$ cat src/rtl/lane_scroll_sched.sv
// lane_scroll_sched: time-shared scroll-offset updater for NUM_LANES obstacle lanes.
// A free-running tick counter sets the update period; on every tick the FSM walks the
// lanes one per clock through a single add/subtract-with-wrap datapath.
// Optional feature macro: SCROLL_SPEEDUP_EN (periodic step boost, saturating at +7).
module lane_scroll_sched #(
  parameter int NUM_LANES     = 4,
  parameter int TICK_CYCLES   = 250000,
  parameter int SCREEN_WIDTH  = 640,
  parameter int SPEEDUP_TICKS = 500,
  localparam int LW = (NUM_LANES > 1) ? $clog2(NUM_LANES) : 1
) (
  input  logic                    clk,
  input  logic                    reset_n,
  input  logic                    start,
  input  logic                    pause,
  input  logic                    cfg_we,
  input  logic [LW-1:0]           cfg_lane,
  input  logic [3:0]              cfg_step,
  input  logic                    cfg_dir,
  output logic [10*NUM_LANES-1:0] h_pos_flat,
  output logic                    busy,
  output logic                    sweep_done
);

  localparam int              TW        = $clog2(TICK_CYCLES);
  localparam logic [TW-1:0]   TICK_LAST = TW'(TICK_CYCLES - 1);
  localparam logic [LW-1:0]   LANE_LAST = LW'(NUM_LANES - 1);
  localparam logic [10:0]     WIDTH11   = 11'(SCREEN_WIDTH);

  localparam logic [1:0] ST_IDLE   = 2'd0;
  localparam logic [1:0] ST_RUN    = 2'd1;
  localparam logic [1:0] ST_UPDATE = 2'd2;
  localparam logic [1:0] ST_PAUSED = 2'd3;

  logic [1:0]    state_q, state_d;
  logic [TW-1:0] tick_ctr_q, tick_ctr_d;
  logic [LW-1:0] lane_idx_q, lane_idx_d;
  logic          sweep_done_q, sweep_done_d;
  logic          tick_fire;
  logic          upd_en;

  logic [NUM_LANES-1:0][9:0] pos_all;
  logic [NUM_LANES-1:0][3:0] sh_step_all;
  logic [NUM_LANES-1:0]      sh_dir_all;
  logic [2:0]                boost;

  logic [9:0]  cur_pos;
  logic [3:0]  cur_step;
  logic        cur_dir;
  logic [10:0] pos_ext;
  logic [10:0] step_ext;
  logic [10:0] sum_ext;
  logic [10:0] res_ext;
  logic [9:0]  upd_pos;

  // Next-state logic: counting is gated by pause in both RUN and PAUSED, so releasing
  // pause resumes counting on the very same cycle the FSM returns to RUN.
  always_comb begin
    state_d      = state_q;
    tick_ctr_d   = tick_ctr_q;
    lane_idx_d   = lane_idx_q;
    sweep_done_d = 1'b0;
    tick_fire    = 1'b0;
    upd_en       = 1'b0;
    case (state_q)
      ST_IDLE: begin
        if (start) state_d = ST_RUN;
      end
      ST_RUN, ST_PAUSED: begin
        if (pause) begin
          state_d = ST_PAUSED;
        end else if (tick_ctr_q == TICK_LAST) begin
          tick_ctr_d = '0;
          lane_idx_d = '0;
          tick_fire  = 1'b1;
          state_d    = ST_UPDATE;
        end else begin
          tick_ctr_d = tick_ctr_q + TW'(1);
          state_d    = ST_RUN;
        end
      end
      ST_UPDATE: begin
        upd_en = 1'b1;
        if (lane_idx_q == LANE_LAST) begin
          lane_idx_d   = '0;
          sweep_done_d = 1'b1;
          state_d      = pause ? ST_PAUSED : ST_RUN;
        end else begin
          lane_idx_d = lane_idx_q + LW'(1);
        end
      end
      default: state_d = ST_IDLE;
    endcase
  end

  // FSM, tick counter, lane pointer and the sweep-complete pulse
  always_ff @(posedge clk or negedge reset_n) begin
    if (!reset_n) begin
      state_q      <= ST_IDLE;
      tick_ctr_q   <= '0;
      lane_idx_q   <= '0;
      sweep_done_q <= 1'b0;
    end else begin
      state_q      <= state_d;
      tick_ctr_q   <= tick_ctr_d;
      lane_idx_q   <= lane_idx_d;
      sweep_done_q <= sweep_done_d;
    end
  end

  // Shared datapath: one wrap-around add or subtract for whichever lane is selected
  always_comb begin
    cur_pos  = pos_all[lane_idx_q];
    cur_step = sh_step_all[lane_idx_q];
    cur_dir  = sh_dir_all[lane_idx_q];
    pos_ext  = {1'b0, cur_pos};
    step_ext = {7'd0, cur_step};
    sum_ext  = pos_ext + step_ext;
    if (!cur_dir) begin
      res_ext = (sum_ext >= WIDTH11) ? (sum_ext - WIDTH11) : sum_ext;
    end else begin
      res_ext = (pos_ext < step_ext) ? (pos_ext + WIDTH11 - step_ext) : (pos_ext - step_ext);
    end
    upd_pos = 10'(res_ext);
  end

  genvar gi;
  generate
    for (gi = 0; gi < NUM_LANES; gi++) begin : g_lane
      logic [3:0] step_q;
      logic       dir_q;
      logic [3:0] sh_step_q;
      logic       sh_dir_q;
      logic [9:0] pos_q;
      logic [4:0] eff_sum;

      assign eff_sum = {1'b0, step_q} + {2'b0, boost};

      // Live config, tick-time shadow copy (step clamped at 15) and the lane offset
      always_ff @(posedge clk or negedge reset_n) begin
        if (!reset_n) begin
          step_q    <= 4'd1;
          dir_q     <= 1'b0;
          sh_step_q <= 4'd1;
          sh_dir_q  <= 1'b0;
          pos_q     <= '0;
        end else begin
          if (cfg_we && (cfg_lane == LW'(gi))) begin
            step_q <= cfg_step;
            dir_q  <= cfg_dir;
          end
          if (tick_fire) begin
            sh_step_q <= eff_sum[4] ? 4'd15 : eff_sum[3:0];
            sh_dir_q  <= dir_q;
          end
          if (upd_en && (lane_idx_q == LW'(gi))) begin
            pos_q <= upd_pos;
          end
        end
      end

      assign pos_all[gi]     = pos_q;
      assign sh_step_all[gi] = sh_step_q;
      assign sh_dir_all[gi]  = sh_dir_q;
    end
  endgenerate

`ifdef SCROLL_SPEEDUP_EN
  localparam int            SW       = $clog2(SPEEDUP_TICKS + 1);
  localparam logic [SW-1:0] SPD_LAST = SW'(SPEEDUP_TICKS - 1);

  logic [SW-1:0] spd_cnt_q;
  logic [2:0]    boost_q;

  // Count ticks; every SPEEDUP_TICKS ticks raise the boost by one, saturating at 7
  always_ff @(posedge clk or negedge reset_n) begin
    if (!reset_n) begin
      spd_cnt_q <= '0;
      boost_q   <= 3'd0;
    end else if (tick_fire) begin
      if (spd_cnt_q == SPD_LAST) begin
        spd_cnt_q <= '0;
        if (boost_q != 3'd7) boost_q <= boost_q + 3'd1;
      end else begin
        spd_cnt_q <= spd_cnt_q + SW'(1);
      end
    end
  end

  assign boost = boost_q;
`else
  // No speedup: boost is pinned to zero (the parameter stays referenced in this build)
  assign boost = 3'(SPEEDUP_TICKS) & 3'd0;
`endif

  assign h_pos_flat = pos_all;
  assign busy       = (state_q == ST_UPDATE);
  assign sweep_done = sweep_done_q;

endmodule

$ cat config.mk
export PLATFORM = sky130hd
export DESIGN_NAME = lane_scroll_sched
export DESIGN_NICKNAME = d
export VERILOG_FILES = /design/src/rtl/lane_scroll_sched.sv
export SDC_FILE = /design/constraint.sdc
export NUM_CORES = 1
export LEC_CHECK = 0
export CAP_MARGIN = 10
export CORE_MARGIN = 2
export CORE_UTILIZATION = 40
export CTS_CLUSTER_SIZE = 30
export DETAILED_ROUTE_END_ITERATION = 10
export PLACE_DENSITY = 0.61
export SYNTH_ARGS = -nofsm -noshare
export SYNTH_HDL_FRONTEND = slang
export SYNTH_SLANG_ARGS = --single-unit
$ cat constraint.sdc
create_clock -name clk -period 5.09 [get_ports clk]
set_input_delay 1.018 -clock clk [delete_from_list [all_inputs] [get_ports clk]]
set_output_delay 1.018 -clock clk [all_outputs]
set_load 0.02 [all_outputs]
==> impl_metrics.env, run 1 <==
export IMPL_slowest_stage="dfrtp_1"
export IMPL_cts_tree="built"
export IMPL_fmax_mhz=233
export IMPL_clk_pin_slew_ps=70
export IMPL_wl_met3_um=423
export IMPL_grt_max_degree=62
export IMPL_clk_insertion_delay_late_ps=360
export IMPL_fin_area_mm2=0.00674
export IMPL_worst_pin_slew_ps=966
export IMPL_setup_viol=0
export IMPL_syn_area_per_cell_um2=10.7
export IMPL_htree_levels=3
export IMPL_crit_path_start="lane_idx_q[0]$_DFFE_PN0P_"
export IMPL_worst_setup_path_start_kind="register"
export IMPL_powerDensity_mw_per_mm2=277
export IMPL_top_layer="met4"
export IMPL_row_count=43
export IMPL_wl_um=13100
export IMPL_slew_headroom=0.355
export IMPL_nets=630
export IMPL_power_leakage_uw=0.00294
export IMPL_crit_type="reg -> reg"
export IMPL_cts_repair_resized=0
export IMPL_grt_overflow_total=0
export IMPL_die_y_um=124
export IMPL_synth_area_leaders="dfrtp_1, mux2_2, ha_1"
export IMPL_drt_iter0_markers=187
export IMPL_vias_per_cell=5.38
export IMPL_root_buffer="clkbuf_16"
export IMPL_grt_pass1_vias=4257
export IMPL_grt_use_total=0.186
export IMPL_synthXorXnorAreaFrac=0.0413
export IMPL_antennaDiodeCount=0
export IMPL_synth_edf_count=0
export IMPL_dieArea_mm2=0.0153
export IMPL_ant_nets=0
export IMPL_ys_seq_elements=103
export IMPL_ctsHoldBuffers=0
export IMPL_hpwl_um=9580
export IMPL_die_w_um=124
export IMPL_syn_num_nets=581
export IMPL_period_minus_slack_ps=4290
export IMPL_post_route_period_util=0.843
export IMPL_grt_setup_unrepaired="no"
export IMPL_synth_async_sr_flop_share=1.00
export IMPL_synthCells=533
export IMPL_synth_warnings=0
export IMPL_vias=4123
export IMPL_cp_end_kind="register"
export IMPL_multiInputGateArea_mm2=0.00292
export IMPL_seq_area_frac_synth=0.452
export IMPL_grt_antenna_before_repair=0
export IMPL_start_util=0.411
export IMPL_drt_first_pass_iters=4
export IMPL_cts_sinks=103
export IMPL_synth_top_family_by_area="multiplexers"
export IMPL_port_buffers=53
export IMPL_fin_skew_ps=8.35
export IMPL_post_cts_buffers=0
export IMPL_muxShareOfSynthArea=0.143
export IMPL_hold_viol_final=0
export IMPL_drive_gt1_frac=0.157
export IMPL_crit_required_ps=5340
export IMPL_synthSimpleGateAreaFrac=0.125
export IMPL_crit_path_cell_trace="mux4_2, ha_1, nor3b_1, o31a_1, o21a_1, nand2_1, xnor2_1, ha_1, inv_1, a41o_1, o221ai_2, mux2i_1, nor2_2, o31ai_1"
export IMPL_synth_fa_ha_area_frac=0.0852
export IMPL_core_area_mm2=0.0139
export IMPL_holdCritStartpoint="tick_ctr_q[3]$_DFFE_PN0P_"
export IMPL_grt_pass1_wl_um=22000
export IMPL_netlist_top_cell_by_area="dfrtp_1"
export IMPL_max_stage_delay_ps=720
export IMPL_critPathMostFrequentCell="ha_1"
export IMPL_synth_ff_type="dfrtp_1"
export IMPL_yosysTopAreaCellShare=0.415
export IMPL_r2r_start="lane_idx_q[0]$_DFFE_PN0P_"
export IMPL_routabilityCongestion=0.903
export IMPL_setup_tns_ps=0
export IMPL_hold_slack_ps=493
export IMPL_synth_cell_type_count=62
export IMPL_vdd_drop_max_v=0.000208
export IMPL_arrival_ps=4540
export IMPL_met1_length_um=5940
export IMPL_maxSlewViolCount=0
export IMPL_seqCellArea_mm2=0.00259
export IMPL_clockBufferDepth=2
export IMPL_ioPinCount=54
export IMPL_crit_fanout=11
export IMPL_run_status="completed"
export IMPL_placed_area_mm2=0.00641
export IMPL_wl_per_cell_um=17.1
export IMPL_wl_met2_um=6550
export IMPL_hp_class="reg -> reg"
export IMPL_cts_buffers=9
export IMPL_syn_area_mm2=0.00573
export IMPL_route_detailed_drc=0
export IMPL_nFillCells=1277
export IMPL_syn_to_final_growth_pct=17.6
export IMPL_synth_compound_area_frac=0.115
export IMPL_maxCapViolations=0
per-stage QoR:
stage               cells  power, µW  utilization  worst slack (ps)
floorplan             533       1080            -               827
global placement      750       1150        0.460               876
detailed placement    750       1160        0.460               773
CTS                   766       1890        0.482               753
global route          767       1950        0.483               336
finish                767       1860        0.483               801
path summary, 6_finish.rpt:
check / endpoint / slack (ps) / cells past startpoint
worst max-delay path: g_lane[1].pos_q[8]$_DFFE_PN0P_ / 800 / 14
worst min-delay path: tick_ctr_q[3]$_DFFE_PN0P_ / 490 / 1
worst max register to register: g_lane[1].pos_q[8]$_DFFE_PN0P_ / 800 / 14
worst min register to register: tick_ctr_q[3]$_DFFE_PN0P_ / 490 / 1
max in group asynchronous: g_lane[1].pos_q[6]$_DFFE_PN0P_ / 3300 / 2
min in group asynchronous: g_lane[3].step_q[3]$_DFFE_PN0P_ / 740 / 1
cell usage in the layout, fill, tap and decap left out, types with 5 or more instances in the layout:
master	Yosys	layout
nor2b_1	8	8
dfrtp_1	95	95
xor2_1	11	11
clkbuf_16	0	9
nand3_1	11	11
fa_1	5	5
o21ai_0	37	37
nand2b_1	5	5
ha_1	31	31
xnor2_1	16	16
buf_4	1	6
clkdlybuf4s50_1	0	52
inv_1	30	30
nor2_1	25	24
o31ai_1	8	8
dfstp_2	8	8
nor3b_1	5	5
a21oi_1	11	11
o21ai_1	8	8
nor3_1	6	6
mux2_2	41	41
nand2_1	78	78
mux4_2	14	14
cell usage after synthesis (3+ instances only):
cell and number:
nor3b_1 5, mux4_2 14, and3_1 3, a21oi_1 11, fa_1 5, inv_1 30
nand4_1 3, ha_1 31, nand3_1 11, nand2b_1 5, o21ai_1 8, mux2i_1 3
o22ai_1 3, nor2_1 25, o21ai_0 37, nor3_1 6, buf_2 3, mux2_2 41
dfstp_2 8, clkbuf_1 11, dfrtp_1 95, nor2b_1 8, nand2_1 78, xor2_1 11
o31ai_1 8, buf_6 3, nand3b_1 3, xnor2_1 16, buf_1 3
state kept, by name (all words and copies together), names as in the netlist:
signal            cells
state_q               2
g_lane.step_q        16
g_lane.sh_step_q     16
sweep_done            1
g_lane.sh_dir_q       4
lane_idx_q            2
tick_ctr_q           18
g_lane.dir_q          4
g_lane.pos_q         40
critical path: cells and delay by family (launching register included):
kind,cells,cell delay (ps)
AOI/OAI and AO/OA,5,1150
xor gates and xnor gates,1,210
adders and majority gates,2,720
buffers and inverters,1,60
DFF,1,720
muxes,2,860
and+or+nand+nor,3,460
kinds of logic (layout without fill, tap and decap cells):
group,count (synthesis),count (layout)
and+or+nand+nor,156,156
DFF,103,103
AOI/OAI and AO/OA,101,101
muxes,59,59
buffers and inverters,51,105
adders and majority gates,36,36
xor gates and xnor gates,27,27
layer usage:
layer	track usage	vias up
met5	0	-
met4	0.0561	0
met3	0.0412	13
met2	0.310	59
met1	0.245	2077
li1	-	1974
power by group:
group	leakage, µW	total (µW)	switching, µW	internal (µW)
clock	0.000151	720	315	404
combinational	0.00143	215	116	99.3
sequential	0.00135	929	51.6	878
final cells by class:
cell class,instances,area share
Sequential cell,103,0.384
Tap cell,180,0.0334
Multi-Input combinational cell,379,0.434
Timing Repair Buffer,59,0.0862
Clock inverter,4,0.00910
Clock buffer,12,0.0366
Inverter,30,0.0167
Power figures use the tool's default switching activity.
==> run 2, diff against run 1 <==
Clock period 5.09 ns to 4.4 ns, I/O delays scaled along.
==> run 2 against run 1 <==
Against the previous run: critical path depth rose by 3; clock power rose by 8.9%; non-clock buffer count grew 2; maximum frequency is 7.0% higher; die area did not move; largest cell class unchanged; clock skew is 1.0 ps lower; worst hold slack improved by 1.5 ps; register-to-register slack got worse by 410 ps; utilization up 0.22 points; critical path type unchanged; design area is 0.45% higher.
==> impl_metrics.env, run 2 (synthesized netlist as in run 1, its figures left out) <==
export IMPL_run_status="completed"
export IMPL_setup_viol=0
export IMPL_powerDensity_mw_per_mm2=312
export IMPL_clk_pin_slew_ps=70
export IMPL_reg2reg_setup_slack_ps=390
export IMPL_grt_max_degree=82
export IMPL_final_common_cell="dfrtp_1"
export IMPL_grt_setup_unrepaired="no"
export IMPL_worst_pin_slew_ps=1070
export IMPL_largest_register_ffs=40
export IMPL_cts_sinks=103
export IMPL_route_detailed_drc=0
export IMPL_crit_fanout=17
export IMPL_slew_headroom=0.287
export IMPL_period_minus_slack_ps=4010
export IMPL_crit_type="reg -> reg"
export IMPL_maxSlewViolCount=0
export IMPL_drt_iter0_markers=154
export IMPL_routabilityCongestion=0.892
export IMPL_cts_buffers=9
export IMPL_maxCapViolations=0
export IMPL_clockBufferDepth=2
export IMPL_port_buffers=53
export IMPL_drive_gt1_frac=0.171
export IMPL_core_area_mm2=0.0139
export IMPL_post_route_period_util=0.911
export IMPL_cts_tree="built"
export IMPL_use_met3=0.0293
export IMPL_dieArea_mm2=0.0153
export IMPL_grt_overflow_total=0
export IMPL_die_y_um=124
export IMPL_nets=632
export IMPL_wl_um=13300
export IMPL_fin_skew_ps=7.34
export IMPL_worst_setup_path_start_kind="register"
export IMPL_final_cell_count_no_fill=769
export IMPL_root_buffer="clkbuf_16"
export IMPL_hold_viol_final=0
export IMPL_ioPinCount=54
export IMPL_nFillCells=1254
export IMPL_hpwl_um=9550
export IMPL_grt_antenna_before_repair=0
export IMPL_vias_per_cell=5.39
export IMPL_grt_pass1_vias=4282
export IMPL_clk_insertion_delay_late_ps=350
export IMPL_layout_common_cells="dfrtp_1, nand2_1, clkdlybuf4s50_1, mux2_2, o21ai_0"
export IMPL_dp_cells=753
export IMPL_row_count=43
export IMPL_vdd_drop_max_v=0.000228
export IMPL_htree_levels=3
export IMPL_fmax_mhz=250
export IMPL_arrival_ps=4250
export IMPL_hp_class="reg -> reg"
export IMPL_grt_use_total=0.189
export IMPL_grt_pass1_wl_um=22100
export IMPL_utilization=0.486
export IMPL_start_util=0.411
export IMPL_cp_end_kind="register"
export IMPL_die_w_um=124
export IMPL_wl_per_cell_um=17.3
export IMPL_vias=4145
export IMPL_setup_tns_ps=0
export IMPL_post_cts_buffers=0
export IMPL_antennaDiodeCount=0
export IMPL_syn_to_final_growth_pct=18.1
export IMPL_use_met2=0.317
export IMPL_top_usage_layer="met2"
export IMPL_reg_largest_list="g_lane.pos_q x40, tick_ctr_q x18"
export IMPL_gr_usage_met1=0.248
export IMPL_crit_required_ps=4640
export IMPL_drt_first_pass_iters=4
export IMPL_largest_register="g_lane.pos_q"
export IMPL_power_leakage_uw=0.00295
export IMPL_ant_nets=0
-- run 2: cell types whose count changed in the layout (fill, tap and decap cells not counted), sizes merged --
cell	before	now
clkbuf	12	9
clkinv	0	2
inv	33	35
buf	7	9
bufinv	1	0
-- run 2: path summary, 6_finish.rpt --
path | startpoint | to | cells past startpoint
worst max register to register | lane_idx_q[0]$_DFFE_PN0P_ | g_lane[2].pos_q[8]$_DFFE_PN0P_ | 17
worst min register to register | tick_ctr_q[3]$_DFFE_PN0P_ | tick_ctr_q[3]$_DFFE_PN0P_ | 1
worst min-delay path | tick_ctr_q[3]$_DFFE_PN0P_ | tick_ctr_q[3]$_DFFE_PN0P_ | 1
min in group asynchronous | reset_n | g_lane[3].sh_step_q[1]$_DFFE_PN0P_ | 1
worst max-delay path | lane_idx_q[0]$_DFFE_PN0P_ | g_lane[2].pos_q[8]$_DFFE_PN0P_ | 17
max in group asynchronous | reset_n | g_lane[3].pos_q[6]$_DFFE_PN0P_ | 2
-- run 2: cell type report --
type / count / area, µm² / share of cell area
clock buffers: 9 / 225 / 0.0333
multi-input cells: 379 / 2940 / 0.435
flip-flops and latches: 103 / 2590 / 0.383
repair buffers: 61 / 601 / 0.0888
inverters: 30 / 113 / 0.0166
well taps: 180 / 225 / 0.0333
clock inverters: 7 / 71.3 / 0.0105
-- run 2: critical path, cell delays in order (launching register included) --
cell and delay [ps]:
dfrtp_2 420, buf_12 200, mux4_2 580, inv_1 80, ha_1 260, buf_4 190, nor2b_1 140, o31a_1 190
o21a_1 210, nand2_1 120, xnor2_2 200, ha_2 250, inv_1 50, a41o_1 210, o221ai_2 220, mux2i_1 240
nor2_2 70, o31ai_1 250
-- run 2: metrics by stage --
stage          cell area, µm²  setup slack, ps  hold slack (ps)  power [µW]
2_1_floorplan            5730              137              451        1250
3_3_place_gp             6450              381              474        1340
3_5_place_dp             6450              234              486        1350
4_1_cts                  6750              203              496        2140
5_1_grt                  6770             54.5              521        2210
6_report                 6770              392              494        2110
-- run 2: what timing repair did --
action	CTS	global route
resized for setup	0	5
hold buffers	0	0
endpoints found under the hold margin	0	0
endpoints found under the setup margin	0	8
-- run 2: metal layers --
layer  part of all wire  vias up
li1                   -     1980
met1               0.46     2065
met2               0.49       78
met3              0.030       22
met4              0.021        0
met5                  0        -
-- run 2: where the power goes --
part / leakage, µW / total (µW) / switching [µW] / internal, µW
clock network: 0.000146 / 784 / 383 / 402
registers: 0.00135 / 1070 / 55.7 / 1020
logic: 0.00145 / 257 / 138 / 119
total: 0.00295 / 2110 / 576 / 1540
